`src/rtl/nlm_weight_accum_pkg.sv`:
```
// Shared NLM constants, FSM encoding and the saturating clamp used by the
// accumulation and output control stages.
package nlm_weight_accum_pkg;

    localparam int NLM_DATA_WIDTH   = 12;
    localparam int NLM_SUM_WIDTH    = 26;
    localparam int NLM_WEIGHT_WIDTH = 8;
    localparam int NLM_WIN_RADIUS   = 6;

    // Search-window candidates, centre pixel excluded.
    function automatic int num_cand(input int radius);
        return (2 * radius + 1) * (2 * radius + 1) - 1;
    endfunction

    localparam int NLM_NUM_CAND = num_cand(NLM_WIN_RADIUS);

    typedef enum logic {
        ST_IDLE = 1'b0,
        ST_ACC  = 1'b1
    } nlm_state_e;

    function automatic logic [63:0] sat_clamp(input logic [63:0] val, input int out_w);
        logic [63:0] max_v;
        max_v = (64'd1 << out_w) - 64'd1;
        return (val > max_v) ? max_v : val;
    endfunction

endpackage

```
`src/rtl/nlm_weight_accum_sat_acc.sv`:
```
// Loadable accumulator with two guard bits; the registered output is the
// saturated total captured on the close beat of a group.
module nlm_sat_acc
    import nlm_weight_accum_pkg::*;
#(
    parameter int IN_W  = 20,
    parameter int OUT_W = 26
) (
    input  logic             clk,
    input  logic             rst,
    input  logic             en_i,
    input  logic             load_i,
    input  logic             close_i,
    input  logic [IN_W-1:0]  data_i,
    output logic [OUT_W-1:0] sum_o
);

    localparam int ACC_W = OUT_W + 2;

    logic [ACC_W-1:0] acc_q;
    logic [ACC_W-1:0] acc_d;
    logic [OUT_W-1:0] sum_q;
    logic [OUT_W-1:0] sat_d;

    // A first beat restarts the sum, so a new group can follow a close directly.
    always_comb begin
        acc_d = load_i ? ACC_W'(data_i) : acc_q + ACC_W'(data_i);
        sat_d = OUT_W'(sat_clamp(64'(acc_d), OUT_W));
    end

    always_ff @(posedge clk) begin
        if (rst) begin
            acc_q <= '0;
            sum_q <= '0;
        end else if (en_i) begin
            acc_q <= acc_d;
            if (close_i) begin
                sum_q <= sat_d;
            end
        end
    end

    assign sum_o = sum_q;

endmodule

```
`src/rtl/nlm_weight_accum.sv`:
```
// NLM accumulation stage: sums weight*pixel and weight over each centre
// pixel's candidate stream and emits one aligned result beat per group.
module nlm_weight_accum
    import nlm_weight_accum_pkg::*;
#(
    parameter int SUM_WIDTH    = NLM_SUM_WIDTH,
    parameter int DATA_WIDTH   = NLM_DATA_WIDTH,
    parameter int WEIGHT_WIDTH = NLM_WEIGHT_WIDTH,
    parameter int WIN_RADIUS   = NLM_WIN_RADIUS
) (
    input  logic                            clk,
    input  logic                            rst,
    input  logic                            cand_valid_i,
    input  logic [WEIGHT_WIDTH-1:0]         cand_weight_i,
    input  logic [DATA_WIDTH-1:0]           cand_pix_i,
    input  logic                            cand_last_i,
    input  logic [DATA_WIDTH-1:0]           center_pix_i,
    output logic                            valid_o,
    output logic [SUM_WIDTH-1:0]            pix_sum_o,
    output logic [SUM_WIDTH-DATA_WIDTH-1:0] weight_sum_o,
    output logic [DATA_WIDTH-1:0]           pix_o,
    output logic                            cnt_err_o
);

    localparam int NUM_CAND = num_cand(WIN_RADIUS);
    localparam int CNT_W    = $clog2(NUM_CAND + 1);
    localparam int PROD_W   = WEIGHT_WIDTH + DATA_WIDTH;
    localparam int WSUM_W   = SUM_WIDTH - DATA_WIDTH;

    // Handshake: cand_valid_i alone qualifies a beat. There is no ready, so
    // every valid beat is consumed in the cycle it is presented.
    nlm_state_e              state_q;
    logic [CNT_W-1:0]        cnt_q;
    logic [CNT_W-1:0]        cnt_d;
    logic                    first_d;
    logic                    close_d;
    logic                    err_d;
    logic [DATA_WIDTH-1:0]   center_q;
    logic                    cnt_err_q;

    logic                    p_valid_q;
    logic                    p_first_q;
    logic                    p_close_q;
    logic [PROD_W-1:0]       p_prod_q;
    logic [WEIGHT_WIDTH-1:0] p_weight_q;

    logic                    valid_q;
    logic [DATA_WIDTH-1:0]   pix_q;

    always_comb begin
        first_d = (state_q == ST_IDLE);
        cnt_d   = first_d ? CNT_W'(1) : cnt_q + CNT_W'(1);
        close_d = cand_last_i || (cnt_d == CNT_W'(NUM_CAND));
        // Wrong-length last, or a full group that never saw its last flag.
        err_d   = cand_valid_i &&
                  (cand_last_i ? (cnt_d != CNT_W'(NUM_CAND)) : (cnt_d == CNT_W'(NUM_CAND)));
    end

    always_ff @(posedge clk) begin
        if (rst) begin
            state_q    <= ST_IDLE;
            cnt_q      <= '0;
            center_q   <= '0;
            cnt_err_q  <= 1'b0;
            p_valid_q  <= 1'b0;
            p_first_q  <= 1'b0;
            p_close_q  <= 1'b0;
            p_prod_q   <= '0;
            p_weight_q <= '0;
        end else begin
            p_valid_q  <= cand_valid_i;
            p_first_q  <= first_d;
            p_close_q  <= close_d;
            p_prod_q   <= PROD_W'(cand_weight_i) * PROD_W'(cand_pix_i);
            p_weight_q <= cand_weight_i;
            if (cand_valid_i) begin
                if (first_d) begin
                    center_q <= center_pix_i;
                end
                state_q <= close_d ? ST_IDLE : ST_ACC;
                cnt_q   <= close_d ? '0 : cnt_d;
            end
            if (err_d) begin
                cnt_err_q <= 1'b1;
            end
        end
    end

    nlm_sat_acc #(.IN_W(PROD_W), .OUT_W(SUM_WIDTH)) u_pix_acc (
        .clk     (clk),
        .rst     (rst),
        .en_i    (p_valid_q),
        .load_i  (p_first_q),
        .close_i (p_close_q),
        .data_i  (p_prod_q),
        .sum_o   (pix_sum_o)
    );

    nlm_sat_acc #(.IN_W(WEIGHT_WIDTH), .OUT_W(WSUM_W)) u_wgt_acc (
        .clk     (clk),
        .rst     (rst),
        .en_i    (p_valid_q),
        .load_i  (p_first_q),
        .close_i (p_close_q),
        .data_i  (p_weight_q),
        .sum_o   (weight_sum_o)
    );

    // center_q still holds this group's pixel here even if the next group
    // opened on the same edge, because that update lands after this read.
    always_ff @(posedge clk) begin
        if (rst) begin
            valid_q <= 1'b0;
            pix_q   <= '0;
        end else begin
            valid_q <= p_valid_q && p_close_q;
            if (p_valid_q && p_close_q) begin
                pix_q <= center_q;
            end
        end
    end

    assign valid_o   = valid_q;
    assign pix_o     = pix_q;
    assign cnt_err_o = cnt_err_q;

endmodule

```
`config.mk`:
```
export PLATFORM = sky130hd
export DESIGN_NAME = nlm_weight_accum
export DESIGN_NICKNAME = d
export VERILOG_FILES = /design/src/rtl/nlm_weight_accum_pkg.sv /design/src/rtl/nlm_weight_accum_sat_acc.sv /design/src/rtl/nlm_weight_accum.sv
export SDC_FILE = /design/constraint.sdc
export NUM_CORES = 1
export LEC_CHECK = 0
export ABC_CLOCK_PERIOD_IN_PS = 6200
export CORE_ASPECT_RATIO = 0.75
export CORE_MARGIN = 2
export CORE_UTILIZATION = 55
export DETAILED_ROUTE_END_ITERATION = 16
export DONT_BUFFER_PORTS = 1
export PLACE_DENSITY_LB_ADDON = 0.2
export REMOVE_ABC_BUFFERS = 1
export SLEW_MARGIN = 0
export SYNTH_ARGS = -nofsm -noshare
export SYNTH_HDL_FRONTEND = slang
export SYNTH_HIERARCHICAL = 1
export SYNTH_SLANG_ARGS = --single-unit
```
`constraint.sdc`:
```
create_clock -name clk -period 6.2 [get_ports clk]
set_input_delay 0.62 -clock clk [delete_from_list [all_inputs] [get_ports clk]]
set_output_delay 0.62 -clock clk [all_outputs]
set_load 0.02 [all_outputs]
```
### Word level (Yosys, flattened, before mapping)

Cells that the tools add are included.

| word-level totals | value |
|---|---|
| output and inout bits | 54 |
| register bits after elaboration | 150 |
| input port bits | 36 |
| logic and storage cells | 37 |

| operators by class | value |
|---|---|
| reduce and logical (&&, ||, !) cells | 5 |
| add/subtract/negate cells | 3 |
| equality and inequality tests | 2 |
| bitwise gates (word level) | 1 |
| mux-type cells | 8 |
| $lt $le $gt $ge | 2 |
| multipliers | 1 |

Operator list:

| kind | number |
|---|---|
| adder 28 x 20 -> 28 bit | 1 |
| > comparator 28 x 26 -> 1 bit, second input constant | 1 |
| two-way mux 28 bit | 1 |
| two-way mux 26 bit | 1 |
| multiplier 8 x 12 -> 20 bit | 1 |
| adder 16 x 8 -> 16 bit | 1 |
| > comparator 16 x 14 -> 1 bit, second input constant | 1 |
| two-way mux 16 bit | 1 |
| two-way mux 8 bit | 2 |
| two-way mux 14 bit | 1 |
| adder 8 x 1 -> 8 bit, second input constant | 1 |
| equality test 8 bit, second input constant | 1 |
| != test 8 bit, second input constant | 1 |
| AND reduction 2 bit | 2 |
| logical AND 1 bit | 2 |
| two-way mux 1 bit | 2 |
| logical OR 1 bit | 1 |
| inverter 1 bit | 1 |

### Logic depth before layout (Yosys ltp)

| depth | value |
|---|---|
| depth after elaboration | 5 |
| gate-level depth with buffers | 17 |
| gate-level depth less buffers | 15 |

### Modules after synthesis

Netlist, hierarchy kept.

By module, submodules not included:

| module | instances | seq. area each (µm²) | area each (µm²) | cells an instance |
|---|---|---|---|---|
| nlm_weight_accum | 1 | 1321.3 | 5375.2 | 626 |
| nlm_sat_acc (u_pix_acc) | 1 | 1081.0 | 3407.0 | 425 |
| nlm_sat_acc (u_wgt_acc) | 1 | 600.6 | 1724.2 | 207 |

### Least setup slack after synthesis

Ideal clock, no wire load.

| timing path | value |
|---|---|
| path kind | input to register |
| start | in cand_weight_i[7] |
| end | reg p_prod_q[17] |
| cell stages on the path | 14 |
| data required time | 6.079 ns |
| slack | 1.527 ns |
| buffers on the path | 1 |
| arrival time | 4.552 ns |
| setup time | 0.121 ns |
| cells stage by stage | clkbuf_1 and2_1 fa_1 fa_1 fa_1 inv_1 fa_1 inv_1 ha_1 a21oi_1 o21ai_0 a221o_1 a21oi_1 mux2_2 |

| on the way | value |
|---|---|
| word-level cells in the longest chain between the ends | 1 |

RTL lines:

| element | line | text |
|---|---|---|
| from (decl) | nlm_weight_accum.sv:14 | `input logic [WEIGHT_WIDTH-1:0] cand_weight_i,` |
| multiplier 8 x 12 -> 20 bit | nlm_weight_accum.sv:74 | `p_prod_q <= PROD_W'(cand_weight_i) * PROD_W'(cand_pix_i);` |
| to (signal assigned) | nlm_weight_accum.sv:74 |  |
| to (decl) | nlm_weight_accum.sv:44 | `logic [PROD_W-1:0] p_prod_q;` |

No other way between the ends.
A chain may end at the register's enable or synchronous reset.

### Worst setup path in the final report

| timing path | value |
|---|---|
| start | in cand_pix_i[3] |
| end | reg p_prod_q[17] |

| on the way | value |
|---|---|
| word-level cells in the longest chain between the ends | 1 |

RTL lines:

| element | line | text |
|---|---|---|
| from (decl) | nlm_weight_accum.sv:15 | `input logic [DATA_WIDTH-1:0] cand_pix_i,` |
| multiplier 8 x 12 -> 20 bit | nlm_weight_accum.sv:74 |  |

No other way between the ends.

==> results.sh <==
export IMPL_fin_crit_ns=4.38
export IMPL_synth_cell_types=71
export IMPL_cts_root_buf="clkbuf_16"
export IMPL_p_leak_uw=0.00463
export IMPL_layout_drive_gt1_share_pct=4.96
export IMPL_ff2ff_path_depth=9
export IMPL_finClkSkew_ns=0.0131
export IMPL_rsz0062_at_grt="no"
export IMPL_ir_worst_vdd_v=0.000210
export IMPL_synth_seq_cells=150
export IMPL_die_w_um=164
export IMPL_diodes=0
export IMPL_hold_violations=0
export IMPL_cp_end_kind="flop"
export IMPL_insertion_delay_ns=0.43
export IMPL_crit_start="cand_pix_i[3]"
export IMPL_synth_common_cells="150 x dfxtp_1, 138 x nand2_1, 110 x a21oi_1"
export IMPL_grt_max_degree=119
export IMPL_ys_top_cells_by_area="dfxtp_1 29%, fa_1 12%, ha_1 8.3%, a21oi_1 5.2%, nand2_1 4.9%"
export IMPL_hold_class="in -> reg"
export IMPL_synth_top_area_cell="dfxtp_1"
export IMPL_std_cell_rows=43
export IMPL_syn_area_per_cell_um2=8.35
export IMPL_wl_um=23400
export IMPL_ys_flop_type="dfxtp_1"
export IMPL_fin_crit_sh_pct=70.7
export IMPL_die_y_um=124
export IMPL_min_delay_start="rst"
export IMPL_grt_pass1_vias=7947
export IMPL_worstMarginPinSlew_ns=0.868
export IMPL_cp_required_ns=6.51
export IMPL_start_util_pct=56.4
export IMPL_rr_startpoint="p_prod_q[7]$_SDFF_PP0_"
export IMPL_total_power_uw=3570
export IMPL_antenna_found_initial=0
export IMPL_die_area_mm2=0.0202
export IMPL_synthCells=1258
export IMPL_vias=8557
export IMPL_vias_per_cell=5.79
export IMPL_path_class="in -> reg"
export IMPL_critPathLaunchType="primary input"
export IMPL_arrival_ns=4.70
export IMPL_ant_nets=0
export IMPL_grt_ovfl_total=0
export IMPL_post_route_drc_count=0
export IMPL_io_buffers=0
export IMPL_synthesis_area_mm2=0.0105
export IMPL_drtIter0Drc=729
export IMPL_cap_violations=0
export IMPL_post_cts_resized=0
export IMPL_outcome="completed"
export IMPL_hpwlAfterDp_um=16900
export IMPL_nets=1385
export IMPL_worstPathMaxFanout=8
export IMPL_grt_pass1_wl_um=39400
export IMPL_stdcell_count=1477
export IMPL_wl_per_cell_um=15.9
export IMPL_core_area_mm2=0.0186
export IMPL_cts_buffers=17
export IMPL_setup_viol=0
export IMPL_area_growth_pct=6.30
export IMPL_htree_levels=4
export IMPL_gp_congestion=0.901
export IMPL_synth_top_area_share_pct=28.6
export IMPL_synth_warnings=6
export IMPL_yosysMostFrequentCell="dfxtp_1"
export IMPL_relSlewSlack_pct=42.0
export IMPL_clk_pin_slew_worst_paths_ns=0.07
export IMPL_ys_seq_area_share_pct=28.6
export IMPL_synthArstFlopShare_pct=0
export IMPL_ioPinCount=90
export IMPL_post_cts_buffers=0
export IMPL_tns_ns=0
export IMPL_n_fill_cell=1704
export IMPL_power_density_mw_per_mm2=320
export IMPL_cts_sinks=150
export IMPL_cts_tree="done"
export IMPL_ctsLongestPathBuffers=2
export IMPL_hold_depth=1
export IMPL_fmax_mhz=228
export IMPL_postCtsHoldBufs=0
export IMPL_final_util_pct=60.0
export IMPL_synth_edff_count=0
export IMPL_placedCellCount=1445
export IMPL_grt_use_total_pct=24.1
export IMPL_slew_viol_final=0
export IMPL_dr_pass1_iters=5
## stage by stage
step	hold slack, ns	setup WS [ns]	area [um^2]
after global placement	0.436	1.51	10600
after floorplan	0.426	1.69	10200
after global routing	0.243	1.65	11200
final	0.263	1.82	11200
after detailed placement	0.442	1.39	10600
after CTS	0.258	1.83	11200
## worst paths after layout
kind / to / slack (ns)
hold reg to reg: pix_o[11]$_SDFFE_PP0P_ / 0.45
hold / removal: u_wgt_acc/acc_q[6]$_SDFFE_PP0P_ / 0.26
setup reg to reg: u_pix_acc/sum_o[7]$_SDFFE_PP0P_ / 2.88
setup / recovery: p_prod_q[17]$_SDFF_PP0_ / 1.82
## per-layer routing
metal,wire [um],GRT usage [%]
met5,0,0
met4,216,5.26
met3,1390,5.59
met2,10300,37.2
met1,11500,34.6
## flip-flops by register name, summed over array words and instances (netlist names)
name and flops:
p_first_q 1, p_valid_q 1, u_pix_acc/acc_q 28, u_wgt_acc/sum_o 14
valid_o 1, cnt_q 8, u_pix_acc/sum_o 26, u_wgt_acc/acc_q 16
p_close_q 1, state_q 1, center_q 12, p_weight_q 8
pix_o 12, cnt_err_o 1, p_prod_q 20
## cell families after synthesis
kind of cell,Yosys count,share of synthesized area [%]
and+or+nand+nor,421,20.0
AOI/OAI and AO/OA,327,19.5
buffers and inverters,165,6.20
DFF,150,28.6
adders and majority gates,132,20.2
xor gates and xnor gates,39,3.25
muxes,24,2.36
## cells in the final DEF, fill, tap and decap left out, types with 17 or more instances in the layout
cell type	count
dfxtp_1	149
nand2_1	138
a21oi_1	110
inv_1	100
nor2_1	93
and2_1	78
o21ai_0	78
ha_1	70
fa_1	62
a211oi_1	34
a31oi_1	30
nor2b_1	25
nand3_1	22
xnor2_1	20
xor2_1	19
mux2i_1	18
clkbuf_16	17
## cell type report
class                      instances  area (um^2)  area share (%)
tap                              247          309            2.77
timing repair buffer               3         22.5           0.202
clock inverter                    15          173            1.55
clock buffer                      17          425            3.81
sequential                       150         3000            26.9
multi-input combinational        943         6850            61.3
inverter                         102          383            3.43
## worst max-delay path: stages
cell and delay, ns:
and2_1 0.15, fa_1 0.50, fa_1 0.53, fa_1 0.55
inv_1 0.05, fa_1 0.52, inv_1 0.04, ha_1 0.37
a21oi_1 0.36, o21ai_0 0.17, a221o_1 0.33, a21oi_1 0.15
mux2_2 0.36
## power by group
part	internal [uW]	switching, uW	total [uW]
Combinational	580	855	1440
Sequential	1050	66.2	1110
Clock	546	482	1030
Total	2170	1400	3570
No activity file was read; power rests on OpenSTA's default activity.
